`src/rtl/count_ones_pkg.sv`:
```
`default_nettype none
// ============================================================================
// Module      : count_ones_pkg
// Description : Shared helpers for the pipelined population counter:
//               ceiling log2, beat sideband struct and saturating add.
// Revision    : 1.0 - initial release
// ============================================================================
package count_ones_pkg;

  // Widest accumulator the saturating adder supports.
  localparam int MAX_TOTAL_WIDTH = 32;

  localparam logic [MAX_TOTAL_WIDTH:0] SAT_ONE = {{MAX_TOTAL_WIDTH{1'b0}}, 1'b1};

  // Sideband carried alongside each beat through the pipeline.
  typedef struct packed {
    logic last;
    logic accumulate;
  } side_t;

  // Smallest r such that 2**r >= value.
  function automatic int clog2(input int value);
    int result;
    result = 0;
    for (int i = 0; i < 31; i++) begin
      if ((1 << i) < value) result = i + 1;
    end
    return result;
  endfunction

  // Saturating add at total_width bits. Returns {ovf, total}; total bits
  // above total_width are always zero.
  function automatic logic [MAX_TOTAL_WIDTH:0] sat_add(
    input logic [MAX_TOTAL_WIDTH-1:0] acc,
    input logic [MAX_TOTAL_WIDTH-1:0] count,
    input int                         total_width
  );
    logic [MAX_TOTAL_WIDTH:0] sum;
    logic [MAX_TOTAL_WIDTH:0] limit;
    logic                     ovf;
    sum   = {1'b0, acc} + {1'b0, count};
    limit = (SAT_ONE << total_width) - SAT_ONE;
    ovf   = (sum > limit);
    return {ovf, (ovf ? limit[MAX_TOTAL_WIDTH-1:0] : sum[MAX_TOTAL_WIDTH-1:0])};
  endfunction

endpackage
`default_nettype wire

```
`src/rtl/count_ones_chunk.sv`:
```
`default_nettype none
// ============================================================================
// Module      : count_ones_chunk
// Description : Combinational population count of one CHUNK_WIDTH leaf.
// Revision    : 1.0 - initial release
// ============================================================================
module count_ones_chunk
  import count_ones_pkg::*;
#(
  parameter int CHUNK_WIDTH = 8,
  parameter int CNT_WIDTH   = clog2(CHUNK_WIDTH + 1)
) (
  input  logic [CHUNK_WIDTH-1:0] data,
  output logic [CNT_WIDTH-1:0]   count
);

  // Ripple sum of the leaf bits; small enough to stay within one stage.
  always_comb begin
    count = '0;
    for (int i = 0; i < CHUNK_WIDTH; i++) begin
      count = count + CNT_WIDTH'(data[i]);
    end
  end

endmodule
`default_nettype wire

```
`src/rtl/count_ones_pipelined.sv`:
```
`default_nettype none
// ============================================================================
// Module      : count_ones_pipelined
// Description : Two-stage streaming population counter with valid/ready
//               backpressure and an optional saturating per-packet total.
// Revision    : 1.0 - initial release
// ============================================================================
module count_ones_pipelined
  import count_ones_pkg::*;
#(
  parameter int WIDTH       = 32,
  parameter int CHUNK_WIDTH = 8,
  parameter int TOTAL_WIDTH = 16,
  parameter int COUNT_WIDTH = clog2(WIDTH + 1)
) (
  input  logic                   clock,
  input  logic                   reset,
  input  logic [WIDTH-1:0]       in_data,
  input  logic                   in_last,
  input  logic                   in_accumulate,
  input  logic                   in_valid,
  output logic                   in_ready,
  output logic [COUNT_WIDTH-1:0] out_count,
  output logic [TOTAL_WIDTH-1:0] out_total,
  output logic                   out_overflow,
  output logic                   out_last,
  output logic                   out_valid,
  input  logic                   out_ready
);

  localparam int NUM_CHUNKS  = WIDTH / CHUNK_WIDTH;
  localparam int CHUNK_CNT_W = clog2(CHUNK_WIDTH + 1);

  logic [CHUNK_CNT_W-1:0] chunk_counts [NUM_CHUNKS];
  logic [CHUNK_CNT_W-1:0] s1_counts    [NUM_CHUNKS];
  side_t                  s1_side;
  logic                   s1_valid;

  logic                   s1_load;
  logic                   s2_load;
  logic [COUNT_WIDTH-1:0] sum_count;

  logic [TOTAL_WIDTH-1:0] acc;
  logic                   acc_ovf;
  logic [MAX_TOTAL_WIDTH:0] sat_res;
  logic [TOTAL_WIDTH-1:0] total;
  logic                   ovf;
  logic                   unused_sat;

  // Handshake: S2 frees when empty or drained; S1 frees when it can move on.
  assign s2_load  = s1_valid & (~out_valid | out_ready);
  assign in_ready = ~s1_valid | s2_load;
  assign s1_load  = in_valid & in_ready;

  generate
    for (genvar g = 0; g < NUM_CHUNKS; g++) begin : g_chunk
      count_ones_chunk #(
        .CHUNK_WIDTH (CHUNK_WIDTH),
        .CNT_WIDTH   (CHUNK_CNT_W)
      ) u_chunk (
        .data  (in_data[g*CHUNK_WIDTH +: CHUNK_WIDTH]),
        .count (chunk_counts[g])
      );
    end
  endgenerate

  // Stage 1: capture leaf counts and sideband of the accepted beat.
  always_ff @(posedge clock) begin
    if (reset) begin
      s1_valid <= 1'b0;
      s1_side  <= '0;
      for (int i = 0; i < NUM_CHUNKS; i++) s1_counts[i] <= '0;
    end else begin
      if (s1_load) begin
        s1_valid           <= 1'b1;
        s1_side.last       <= in_last;
        s1_side.accumulate <= in_accumulate;
        for (int i = 0; i < NUM_CHUNKS; i++) s1_counts[i] <= chunk_counts[i];
      end else if (s2_load) begin
        s1_valid <= 1'b0;
      end
    end
  end

  // Adder tree over the registered leaf counts plus saturating accumulate.
  always_comb begin
    sum_count = '0;
    for (int i = 0; i < NUM_CHUNKS; i++) begin
      sum_count = sum_count + COUNT_WIDTH'(s1_counts[i]);
    end
    sat_res = sat_add(MAX_TOTAL_WIDTH'(acc), MAX_TOTAL_WIDTH'(sum_count), TOTAL_WIDTH);
    total   = sat_res[TOTAL_WIDTH-1:0];
    ovf     = acc_ovf | sat_res[MAX_TOTAL_WIDTH];
  end

  assign unused_sat = ^sat_res;

  // Stage 2: result registers; hold while stalled downstream.
  always_ff @(posedge clock) begin
    if (reset) begin
      out_valid    <= 1'b0;
      out_count    <= '0;
      out_total    <= '0;
      out_overflow <= 1'b0;
      out_last     <= 1'b0;
    end else begin
      if (s2_load) begin
        out_valid    <= 1'b1;
        out_count    <= sum_count;
        out_total    <= s1_side.accumulate ? total : TOTAL_WIDTH'(sum_count);
        out_overflow <= s1_side.accumulate & ovf;
        out_last     <= s1_side.last;
      end else if (out_ready) begin
        out_valid    <= 1'b0;
      end
    end
  end

  // Running total; standalone beats leave it untouched, last beats clear it.
  always_ff @(posedge clock) begin
    if (reset) begin
      acc     <= '0;
      acc_ovf <= 1'b0;
    end else if (s2_load && s1_side.accumulate) begin
      if (s1_side.last) begin
        acc     <= '0;
        acc_ovf <= 1'b0;
      end else begin
        acc     <= total;
        acc_ovf <= ovf;
      end
    end
  end

endmodule
`default_nettype wire

```
`config.mk`:
```
export PLATFORM = sky130hd
export DESIGN_NAME = count_ones_pipelined
export DESIGN_NICKNAME = d
export VERILOG_FILES = /design/src/rtl/count_ones_pkg.sv /design/src/rtl/count_ones_chunk.sv /design/src/rtl/count_ones_pipelined.sv
export SDC_FILE = /design/constraint.sdc
export NUM_CORES = 1
export LEC_CHECK = 0
export CAP_MARGIN = 20
export CORE_MARGIN = 1
export CORE_UTILIZATION = 25
export CTS_CLUSTER_SIZE = 16
export DETAILED_ROUTE_END_ITERATION = 8
export SYNTH_ARGS = -nofsm -noshare
export SYNTH_HDL_FRONTEND = slang
export SYNTH_SLANG_ARGS = --single-unit
```
`constraint.sdc`:
```
create_clock -name clock -period 5.05 [get_ports clock]
set_input_delay 1.01 -clock clock [delete_from_list [all_inputs] [get_ports clock]]
set_output_delay 1.01 -clock clock [all_outputs]
set_load 0.01 [all_outputs]
```
# --- Word level (Yosys, flattened, before mapping) ---
# Memories as Yosys holds them, arrays and structs flattened.
# Cells that the tools add are included.
totals:
  regBits: 45
  latch_bits: 0
  mem_bits_rw: 16
  mem_bits_ro: 0
  inputBits: 38
  out_inout_bits: 26
  word_cells: 76
  memories: 1
mem_list:
  columns: ["name", "words", "width", "rd", "rd_ports_with_merged_regs", "wr", "line", "source"]
  rows:
  - ["s1_counts", 4, 4, 4, 0, 4, "count_ones_pipelined.sv:35", "logic [CHUNK_CNT_W-1:0] s1_counts [NUM_CHUNKS];"]
op_classes:
  n_addsub: 32
  mul: 0
  n_div: 0
  n_lt_le_gt_ge: 1
  n_eq_ne: 0
  n_shift: 0
  mux: 17
  bitwise: 12
  n_reduce_logical: 3
op_table:
  columns: ["operator", "n"]
  rows:
  - ["adder 4 x 1 -> 4 bit", 24]
  - ["two-way mux 16 bit", 3]
  - ["adder 16 x 6 -> 17 bit", 1]
  - ["> comparator 17 x 16 -> 1 bit, second input constant", 1]
  - ["two-way mux 4 bit", 4]
  - ["two-way mux 1 bit", 10]
  - ["adder 1 x 1 -> 2 bit", 4]
  - ["bitwise OR 1 bit", 7]
  - ["adder 5 x 4 -> 6 bit", 1]
  - ["adder 6 x 4 -> 6 bit", 1]
  - ["adder 4 x 4 -> 5 bit", 1]
  - ["nonzero test 2 bit", 2]
  - ["bitwise AND 1 bit", 3]
  - ["inverter 1 bit", 2]
  - ["logical AND 1 bit", 1]

# --- Depth between registers and ports, before layout ---
logic_depth:
  word_depth: 9
  mapped_depth: 16
  depth_no_buf: 16

# --- Hierarchy ---
# A second synthesis with hierarchy kept.
hier_totals:
  hier_cells: 439
  area_unflattened_um2: 4122.7
modules_own_cells:
  columns: ["module", "n_inst", "cells_each", "area_per_inst_um2", "seq_area_each_um2"]
  rows:
  - ["count_ones_pipelined", 1, 343, 3362.0, 1381.3]
  - ["count_ones_chunk", 4, 24, 190.2, 0.0]

# --- Worst setup path before layout ---
# Ideal clock, no wire load.
synth_timing:
  kind: "register to register"
  startpoint: "mem s1_counts[3][1] (netlist bit)"
  endpoint: "reg out_total[7]"
  setup_time_ns: 0.103
  arrival_time_ns: 3.782
  path_slack_ns: 1.165
  stages_incl_launch_ff: 15
  path_buffers: 0
  path_cell_list: "edfxtp_1 inv_1 fa_1 inv_1 fa_1 ha_1 fa_1 a21o_1 a21o_1 ha_1 and3_4 o21ai_4 a211o_4 and4_4 a2111oi_2"
synth_lines:
  columns: ["element", "line", "source"]
  rows:
  - ["from (decl)", "count_ones_pipelined.sv:35", null]
  - ["to (signal assigned)", "count_ones_pipelined.sv:110", "out_total <= s1_side.accumulate ? total : TOTAL_WIDTH'(sum_count);"]
  - ["to (decl)", "count_ones_pipelined.sv:24", "output logic [TOTAL_WIDTH-1:0] out_total,"]

==> impl_metrics.env <==
export IMPL_relSlewSlack=0.4553
export IMPL_finClkSkew_ps=5.800
export IMPL_cts_buffers=9
export IMPL_syn_nets=494
export IMPL_rr_worst_depth=16
export IMPL_hpwl_mm=6.920
export IMPL_start_kind="flip-flop"
export IMPL_clk_pin_slew_ps=60
export IMPL_ctsHoldBuffers=0
export IMPL_layout_common_cells="clkdlybuf4s50_1, inv_1, dfxtp_1, nor2_1, a21oi_1"
export IMPL_pwr_share_seq=0.330
export IMPL_first_global_vias=3222
export IMPL_drcViolationCount=0
export IMPL_area_growth_pct=28.91
export IMPL_drtAntennaViolNets=0
export IMPL_dr_first_iter_drc_count=201
export IMPL_syn_inst=408
export IMPL_whs_endpoint="out_total[11]"
export IMPL_vias=3062
export IMPL_max_freq_mhz=237.0
export IMPL_p_clk_frac=0.360
export IMPL_layout_commonest_cell="clkdlybuf4s50_1"
export IMPL_io_buffers=63
export IMPL_grt_pass1_wl_mm=15.17
export IMPL_worstMarginPinSlew_ps=814.4
export IMPL_clockBufferDepth=2
export IMPL_clk_insertion_delay_late_ps=330
export IMPL_instances_no_fill=660
export IMPL_arrival_ps=4430
export IMPL_p_int_mw=1.162
export IMPL_synth_edff_count=16
export IMPL_drtPass1Iterations=4
export IMPL_holdWs_ps=449.0
export IMPL_row_count=44
export IMPL_viasPerCell=4.639
export IMPL_combPwrFrac=0.310
export IMPL_clock_sinks=61
export IMPL_cts_root_buf="clkbuf_16"
export IMPL_placed_area_sq_um=4658
export IMPL_ys_ff_latch=61
export IMPL_post_cts_buffers=0
export IMPL_critPathKind="reg -> reg"
export IMPL_min_from="out_total[11]"
export IMPL_fin_util=0.3362
export IMPL_r2r_end="acc[7]"
export IMPL_gp_routability_congestion=0.8513
export IMPL_ys_warn_count=0
export IMPL_fin_crit_sh=0.8356
export IMPL_min_path_type="reg -> reg"
export IMPL_start_util=0.2608
export IMPL_antenna_found_initial=0
export IMPL_ir_drop_v=0.0001793
export IMPL_pre_cts_slack_ps=860.3
export IMPL_fin_setup_tns_ps=0
export IMPL_min_period_ps=4220
export IMPL_synth_area_sq_um=3847
export IMPL_core_area_sq_um=14750
export IMPL_cts_repair_resized=0
export IMPL_drt_wl_total_mm=8.837
export IMPL_hold_depth=2
export IMPL_maxCapViolations=0
export IMPL_layout_nets=557
export IMPL_r2r_slack_ps=830
export IMPL_grt_overflow=0
export IMPL_cp_end_kind="flip-flop"
export IMPL_hold_viol_final=0
export IMPL_crit_required_ps=5260
export IMPL_drive_gt1_frac=0.07983
export IMPL_r2r_start="s1_counts[2][2]"
export IMPL_setup_viol=0
export IMPL_fp_dieW_um=126.1
export IMPL_synthArstFlopShare=0
export IMPL_die_y_um=126.1
export IMPL_p_sw_frac=0.3176
export IMPL_globalRouteTotalUtil=0.1195
export IMPL_status="finished, final reports clean"
export IMPL_finalPower_mw=1.704
export IMPL_switchingPower_mw=0.5411
export IMPL_drv_slew=0
export IMPL_diodes=0
export IMPL_seq_area_frac_synth=0.3590
export IMPL_wl_per_cell_um=13.39
export IMPL_setup_ws_ps=830.3
export IMPL_dp_cells=644
export IMPL_syn_avg_cell_area_sq_um=9.430
export IMPL_p_leak_nw=2.046
export IMPL_fin_area_sq_um=4960
export IMPL_die_area_sq_um=15890
export IMPL_htreeDepth=3
export IMPL_pin_count=64
export IMPL_path_max_fanout=5
export IMPL_synth_ff_type="dfxtp_1"
export IMPL_synth_cell_type_count=60
export IMPL_rsz0062_at_grt="false"
export IMPL_power_density_nw_per_um2=343.5
export IMPL_grt_max_degree=22
export IMPL_cts_tree="built"
[worst max-delay path, cell delays in order (launching register included)]
cell and delay (ps):
edfxtp_1 360, inv_1 90, fa_1 440, fa_1 520
inv_1 80, ha_1 290, a21o_1 150, a21oi_1 160
xor2_1 270, inv_1 70, ha_1 340, a21o_1 210
a21oi_2 290, a211oi_2 130, nor2_1 390, and3_1 250
nor4_2 50
[layout make-up]
| cell class | instances | area, sq um |
|---|---|---|
| clock inverters | 7 | 76.32 |
| repair buffers | 68 | 668.1 |
| well taps | 184 | 230.2 |
| multi-input cells | 273 | 2161 |
| fillers | 1500 | 9794 |
| inverters | 58 | 217.7 |
| clock buffers | 9 | 225.2 |
| flip-flops and latches | 61 | 1381 |
[how the worst max path moves through the flow]
stage                    startpoint           end  slack, ps  cells past startpoint
floorplan           s1_counts[3][1]  out_total[7]       1170                     14
global placement    s1_counts[2][2]        acc[7]        910                     16
detailed placement  s1_counts[3][1]  out_total[7]        860                     14
CTS                 s1_counts[3][1]  out_total[7]        850                     14
global route        s1_counts[2][2]        acc[7]        580                     16
finish              s1_counts[2][2]        acc[7]        830                     16
[power by group through the flow]
stage | Sequential, mW | Combinational, mW | Clock (mW)
5_1_grt | 0.567 | 0.600 | 0.652
2_1_floorplan | 0.572 | 0.358 | 0
3_5_place_dp | 0.573 | 0.533 | 0
4_1_cts | 0.563 | 0.537 | 0.629
3_3_place_gp | 0.572 | 0.514 | 0
6_report | 0.563 | 0.528 | 0.613
[sequential cells by signal, summed over array words and instances (netlist names)]
register and count:
s1_counts 16, out_total 16, out_valid 1, out_overflow 1, out_count 6, s1_side 2, acc 16, acc_ovf 1
out_last 1, s1_valid 1
[logic make-up (layout without fill, tap and decap cells)]
family                     count (synthesis)  after routing  synth area share
and+or+nand+nor                          116            116            0.1535
AOI/OAI and AO/OA                         95             95            0.1711
buffers and inverters                     74            142           0.07935
DFF                                       61             61            0.3590
adders and majority gates                 48             48            0.2049
xor gates and xnor gates                  13             13           0.02959
muxes                                      1              1          0.002602
[cell usage after synthesis, types with 3 or more instances]
master / count / share of area
fa_1: 25 / 0.13
dfxtp_1: 45 / 0.23
o21a_1: 3 / 0.0059
a41oi_1: 3 / 0.0068
edfxtp_1: 16 / 0.12
nand2b_1: 3 / 0.0049
xor2_1: 9 / 0.020
ha_1: 23 / 0.075
nor2_1: 40 / 0.039
inv_1: 58 / 0.057
o21ai_0: 11 / 0.014
nor3_1: 10 / 0.013
nand3_1: 4 / 0.0052
a311oi_1: 4 / 0.0091
clkbuf_1: 9 / 0.0088
a31oi_1: 5 / 0.0081
a21oi_2: 3 / 0.0068
nand2_1: 28 / 0.027
a22o_1: 3 / 0.0068
a21o_1: 6 / 0.012
nor3b_1: 7 / 0.014
and2_1: 5 / 0.0081
a21oi_1: 34 / 0.044
buf_2: 3 / 0.0039
a211oi_1: 4 / 0.0078
nor2b_1: 4 / 0.0065
xnor2_1: 4 / 0.0091
[metal layers]
layer	vias to the layer above	routed length, um	part of all wire	global-route usage
met5	-	0	0	0
met2	87	4191	0.47	0.2018
met4	0	107	0.012	0.04252
met3	11	491	0.056	0.03229
met1	1452	4047	0.46	0.1458
li1	1512	-	-	-
No activity file was read; power rests on OpenSTA's default activity.
